--- src/rtl/ddr_arb_pkg.sv ---
// Shared types and constants for the DDR command arbiter.
// State encoding, grant polarity and streak counter width.
package ddr_arb_pkg;

    typedef enum logic [1:0] {
        IDLE  = 2'd0,
        ISSUE = 2'd1,
        WAIT  = 2'd2
    } state_t;

    localparam logic GNT_RD = 1'b0;
    localparam logic GNT_WR = 1'b1;

    localparam int STREAK_W = 4;

endpackage

--- src/rtl/ddr_arb_wdog.sv ---
// Watchdog for the DDR command arbiter: counts busy cycles and
// flags a timeout on the WDOG_CYCLES-th one (DDR_ARB_WDOG_EN builds).
module ddr_arb_wdog #(
    parameter logic [15:0] WDOG_CYCLES = 16'hFFFF
) (
    input  logic ddr_clk,
    input  logic ddr_rst,
    input  logic run,
    output logic timeout
);

    logic [15:0] cnt;

    // Count cycles spent in ISSUE/WAIT; cleared whenever the FSM is idle
    always_ff @(posedge ddr_clk) begin
        if (ddr_rst || !run) begin
            cnt <= '0;
        end else begin
            cnt <= cnt + 16'd1;
        end
    end

    assign timeout = run && (cnt == WDOG_CYCLES - 16'd1);

endmodule

--- src/rtl/ddr_cmd_arb.sv ---
// Single-port DDR command arbiter, read-biased weighted priority.
// Optional watchdog compiled in with `define DDR_ARB_WDOG_EN.
module ddr_cmd_arb
    import ddr_arb_pkg::*;
#(
    parameter int          CTRL_ADDR_WIDTH = 28,
    parameter int          LEN_WIDTH       = 32,
    parameter int          RD_WEIGHT       = 4,
    parameter logic [15:0] WDOG_CYCLES     = 16'hFFFF
) (
    input  logic                       ddr_clk,
    input  logic                       ddr_rst,
    input  logic                       wr_req,
    input  logic [CTRL_ADDR_WIDTH-1:0] wr_addr,
    input  logic [LEN_WIDTH-1:0]       wr_len,
    output logic                       wr_rdy,
    output logic                       wr_done,
    input  logic                       rd_req,
    input  logic [CTRL_ADDR_WIDTH-1:0] rd_addr,
    input  logic [LEN_WIDTH-1:0]       rd_len,
    output logic                       rd_rdy,
    output logic                       rd_done,
    output logic                       cmd_en,
    output logic                       cmd_wr,
    output logic [CTRL_ADDR_WIDTH-1:0] cmd_addr,
    output logic [LEN_WIDTH-1:0]       cmd_len,
    input  logic                       cmd_ready,
    input  logic                       cmd_done,
    output logic                       arb_busy,
    output logic                       wdog_err
);

    localparam logic [STREAK_W-1:0] RD_W = STREAK_W'(RD_WEIGHT);
    localparam logic [STREAK_W-1:0] STREAK_MAX = '1;

    state_t              state;
    state_t              state_nx;
    logic [STREAK_W-1:0] rd_streak;
    logic                gnt_wr;
    logic                grant;
    logic                accept;
    logic                fin;
    logic                tmo;

    assign cmd_en   = (state == ISSUE);
    assign arb_busy = (state != IDLE);

    // State register
    always_ff @(posedge ddr_clk) begin
        if (ddr_rst) begin
            state <= IDLE;
        end else begin
            state <= state_nx;
        end
    end

    // Grant decision and next state; a watchdog timeout overrides all
    always_comb begin
        state_nx = state;
        grant    = 1'b0;
        accept   = 1'b0;
        fin      = 1'b0;
        gnt_wr   = wr_req & (~rd_req | (rd_streak >= RD_W));
        unique case (state)
            IDLE: begin
                if (wr_req || rd_req) begin
                    grant    = 1'b1;
                    state_nx = ISSUE;
                end
            end
            ISSUE: begin
                if (cmd_ready) begin
                    accept   = 1'b1;
                    state_nx = WAIT;
                end
            end
            WAIT: begin
                if (cmd_done) begin
                    fin      = 1'b1;
                    state_nx = IDLE;
                end
            end
            default: state_nx = IDLE;
        endcase
        if (tmo) begin
            fin      = 1'b1;
            state_nx = IDLE;
        end
    end

    // Latch the winning command, track the read streak, emit pulses
    always_ff @(posedge ddr_clk) begin
        if (ddr_rst) begin
            cmd_wr    <= GNT_RD;
            cmd_addr  <= '0;
            cmd_len   <= '0;
            rd_streak <= '0;
            wr_rdy    <= 1'b0;
            rd_rdy    <= 1'b0;
            wr_done   <= 1'b0;
            rd_done   <= 1'b0;
        end else begin
            if (grant) begin
                cmd_wr   <= gnt_wr ? GNT_WR : GNT_RD;
                cmd_addr <= gnt_wr ? wr_addr : rd_addr;
                cmd_len  <= gnt_wr ? wr_len : rd_len;
                if (gnt_wr) begin
                    rd_streak <= '0;
                end else if (rd_streak != STREAK_MAX) begin
                    rd_streak <= rd_streak + 1'b1;
                end
            end
            wr_rdy  <= accept & (cmd_wr == GNT_WR);
            rd_rdy  <= accept & (cmd_wr == GNT_RD);
            wr_done <= fin & (cmd_wr == GNT_WR);
            rd_done <= fin & (cmd_wr == GNT_RD);
        end
    end

`ifdef DDR_ARB_WDOG_EN
    logic wdog_err_q;

    ddr_arb_wdog #(
        .WDOG_CYCLES(WDOG_CYCLES)
    ) u_wdog (
        .ddr_clk(ddr_clk),
        .ddr_rst(ddr_rst),
        .run    (arb_busy),
        .timeout(tmo)
    );

    // Sticky timeout flag, cleared only by reset
    always_ff @(posedge ddr_clk) begin
        if (ddr_rst) begin
            wdog_err_q <= 1'b0;
        end else if (tmo) begin
            wdog_err_q <= 1'b1;
        end
    end

    assign wdog_err = wdog_err_q;
`else
    logic wdog_unused;

    assign tmo         = 1'b0;
    assign wdog_err    = 1'b0;
    assign wdog_unused = |WDOG_CYCLES;
`endif

endmodule

--- config.mk ---
export PLATFORM = sky130hd
export DESIGN_NAME = ddr_cmd_arb
export DESIGN_NICKNAME = d
export VERILOG_FILES = /design/src/rtl/ddr_arb_pkg.sv /design/src/rtl/ddr_arb_wdog.sv /design/src/rtl/ddr_cmd_arb.sv
export SDC_FILE = /design/constraint.sdc
export NUM_CORES = 1
export LEC_CHECK = 0
export CORE_UTILIZATION = 39
export CTS_CLUSTER_SIZE = 8
export DETAILED_ROUTE_END_ITERATION = 8
export GPL_ROUTABILITY_DRIVEN = 0
export PLACE_DENSITY = 0.8
export SKIP_LAST_GASP = 1
export SYNTH_ARGS = -nofsm -noshare
export SYNTH_HDL_FRONTEND = slang
export SYNTH_SLANG_ARGS = --single-unit
--- constraint.sdc ---
create_clock -name ddr_clk -period 1.8 [get_ports ddr_clk]
set_input_delay 0.36 -clock ddr_clk [delete_from_list [all_inputs] [get_ports ddr_clk]]
set_output_delay 0.36 -clock ddr_clk [all_outputs]
set_load 0.02 [all_outputs]
# Word-level counts from Yosys, hierarchy flattened
# Cells that the tools add are included.
[word_totals] ff_bits=71 word_cells=46 inputBits=126
[classes] n_bitwise=8 n_reduce_logical=6 addsub=1 order_cmp=1 mux=15 n_eq_ne=6
[op_table] op="$mux 32" n=1
[op_table] op="$mux 28" n=1
[op_table] op="$mux 4" n=2
[op_table] op="$mux 1" n=7
[op_table] op="$mux 2" n=3
[op_table] op="$pmux 2 s3" n=1
[op_table] op="$and 1x1->1" n=5
[op_table] op="$add 4x1->4 const B" n=1
[op_table] op="$ge 4x3->1 const B" n=1
[op_table] op="$ne 2x2->1 const B" n=2
[op_table] op="$ne 4x4->1 const B" n=1
[op_table] op="$reduce_bool 2->1" n=2
[op_table] op="$reduce_and 3->1" n=1
[op_table] op="$eq 2x1->1 const B" n=1
[op_table] op="$eq 2x2->1 const B" n=1
[op_table] op="$logic_not 2->1" n=1
[op_table] op="$ne 2x1->1 const B" n=1
[op_table] op="$not 1->1" n=2
[op_table] op="$reduce_and 2->1" n=1
[op_table] op="$logic_or 1x1->1" n=1
[op_table] op="$or 1x1->1" n=1

# Depth between registers and ports, before layout
[depth] ltp_word=5 ltp_mapped=8 mapped_depth_nobuf=5

# Worst setup path after synthesis
# OpenSTA, ideal clock, no wires.
[synth_path] path_type="in2reg" from="input port wr_req" to="register cmd_len[4]" t_required_ps=1666 arrival_ps=1458 setup_time_ps=134 cell_stages=8 path_buffers=4 setup_slack_ps=209 path_cell_list="clkbuf_1 -> nor2_1 -> or2_1 -> buf_6 -> buf_6 -> buf_6 -> nor3_1 -> nor4_1"
[synth_via] elab_chain_len=3
[synth_lines] item="from (decl)" line="ddr_cmd_arb.sv:13" text="input logic wr_req,"
[synth_lines] item="$logic_or 1x1->1" line="ddr_cmd_arb.sv:66" text="if (wr_req || rd_req) begin"
[synth_lines] item="$mux 1" line="ddr_cmd_arb.sv:66"
[synth_lines] item="$mux 1" line="ddr_cmd_arb.sv:64" text="unique case (state)"
[synth_lines] item="to (signal assigned)" line="ddr_cmd_arb.sv:106" text="cmd_len <= gnt_wr ? wr_len : rd_len;"
[synth_lines] item="to (decl)" line="ddr_cmd_arb.sv:26" text="output logic [LEN_WIDTH-1:0] cmd_len,"
# Parallel ways exist; a longest one is shown, timed or not.
# A chain may end at the register's enable or synchronous reset.

# Final worst setup path
[layout_path] from="register cmd_len[9]" to="output port cmd_len[9]"
# No word-level cell between the ends.

==> qor.txt <==
Setup violators final: 0
Endpoints failing hold: 0
Final worst-path cycle share: 93.37%
Finished Cell Area: 5718 sq um
Post-Syn Nets: 531
Most common library cell in the layout ignoring fill and taps: clkdlybuf4s50_1
DR vias: 3651
# clock sinks: 71
1st-iter DRT viols: 88
Worst Path Arrival: 1.32 ns
#FFs+latches synth: 71
TritonCTS clock tree: built
Synth-to-Final Area Change: 65.22%
CP required: 1.44 ns
Initial Util: 40.08%
Clock Latency Late Sink: 0.34 ns
Port bufs: 192
Failing checks: DRC
Largest net degree at the start of global routing: 36
Max stage delay on crit path: 0.63 ns
Worst path slowest cell: clkdlybuf4s50_1
Worst-path cell chain: clkdlybuf4s50_1
Top-area cell type share of the netlist area: 41.07%
Worst-margin pin slew: 0.6616 ns
TritonCTS Buffers: 9
Worst Path Buf+Inv: 1
First-pass GRT wire length: 16.13 mm
Primary FF master, synth: dfxtp_1
H-tree lvl count: 3
WHS: 0.4844 ns
Detail Route Antenna Nets: 0
Pwr Density: 824.9 nW/um^2
Yosys warns: 0
Router iterations before antenna repair: 6
Place WS: -0.2491 ns
Wirelength per Cell: 15.62 um
Post-synth ARST share: 0%
Critical path's top delay family: buffers and inverters
Max Fclk: 595.0 MHz
Boundary Pins: 194
Final Max Tran Viols: 0
Worst setup EP type: output port
Highest-count cells in the layout ignoring fill and taps: clkdlybuf4s50_1 (188), dfxtp_1 (71), nor3_1 (67)
# diodes: 0
Syn avg cell area: 8.566 sq um
Total power: 0.004716 W
Register area share after synthesis: 41.07%
Cells after synthesis: 404
Setup Crit Path Kind: register to output port
Synth area leaders: dfxtp_1 (41%), nor3_2 (15%), nor4_1 (11%), nor3_1 (9.7%), nor2_1 (7.0%)
Initial antenna violation count: 0
Slew margin rel.: 55.90%
Share of cells above drive strength 1: 16.55%
Status: complete, but fails checks
Peak supply drop: 0.0004592 V
Total GRT Usage: 22.65%
Critical path peak fanout: 2
Std-Cell Rows: 34
Placed Area: 5530 sq um
Die H: 96.20 um
Chip width: 96.20 um
Period minus WS final: 1.681 ns
Die area: 9254 sq um
Max Cap Viol: 0
Routed wire length: 10.84 mm
Cell Area, Synth: 3461 sq um
Grt ovf: 0
Synth cell types: 35
Synth area leader: dfxtp_1
Layout Nets: 710
DRC Markers: 1
Post-synth EDFFs: 0
TNS Setup: 0 ns
CTS Buffer Depth: 2
Root Driver: clkbuf_8
Layout Skew: 0.008186 ns
Final worst setup slack: 0.1193 ns
Worst Hold Class: register to register
RSZ-0062 raised after global routing: false
Routed vias/inst: 5.261
Post-DP HPWL: 7.816 mm
Worst-path clk slew: 0.08 ns
Vias in the first global route: 3328
Leakage Power: 2.070 nW
Core region area: 8636 sq um
Startpoint Class: register
==> state kept, by name, indices dropped and copies added (netlist names) <==
| name | flops |
|---|---|
| cmd_addr | 28 |
| wr_done | 1 |
| rd_rdy | 1 |
| cmd_wr | 1 |
| rd_streak | 4 |
| wr_rdy | 1 |
| cmd_len | 32 |
| state | 2 |
| rd_done | 1 |
==> per-layer routing <==
metal / vias to the layer above / share of wire (%) / track usage, %
met2: 149 / 50 / 38.95
li1: 1808 / - / -
met1: 1676 / 41 / 26.65
met4: 0 / 1.7 / 9.204
met3: 18 / 7.1 / 5.845
met5: - / 0 / 0
==> layout make-up <==
class,instances,area (sq um)
clock buffers,10,137.6
clock inverters,4,47.55
fillers,696,2918
inverters,2,7.507
multi-input cells,286,1782
flip-flops and latches,71,1421
well taps,108,135.1
repair buffers,213,2187
==> Yosys cell counts, types with 2 or more instances <==
library cell and instances:
clkbuf_1 10, buf_2 25, nand2_1 5, a21oi_1 4
nor3_2 53, nor4_1 60, and2_1 2, inv_1 2
buf_6 9, nor2_1 65, nand2b_1 4, nor2b_1 3
dfxtp_1 71, nor3_1 67, o21ai_0 4
==> worst paths after layout <==
path,start,end,slack (ns),cells after the start
setup / recovery,cmd_len[9],cmd_len[9],0.12,1
setup reg to reg,state[1],cmd_addr[27],0.18,5
hold reg to reg,state[1],rd_done,0.48,2
hold / removal,state[1],rd_done,0.48,2
==> timing repair <==
action,CTS,global route
resized for setup,2,2
setup buffers,0,0
hold buffers,0,0
cloned,0,0
setup endpoints to repair,2,9
==> cells by family (layout without fill, tap and decap cells) <==
logic type | Yosys count | in the layout | share of synthesized area [%]
AOI/OAI and AO/OA | 17 | 17 | 3.580
DFF | 71 | 71 | 41.07
other | 1 | 1 | 0.1084
buffers and inverters | 47 | 229 | 8.063
adders and majority gates | 1 | 1 | 0.3615
and+or+nand+nor | 267 | 267 | 46.82
==> through the flow <==
stage | utilization [%] | instances
floorplan | - | 404
global placement | 64.04 | 680
detailed placement | 64.04 | 680
CTS | 66.15 | 694
global route | 66.21 | 694
finish | 66.21 | 694
==> power by group <==
group	internal (W)	switching, W
Clock	0.000658	0.000586
Sequential	0.00175	0.0000945
Combinational	0.000817	0.000812
Total	0.00322	0.00149
(Power assumes the default switching activity.)
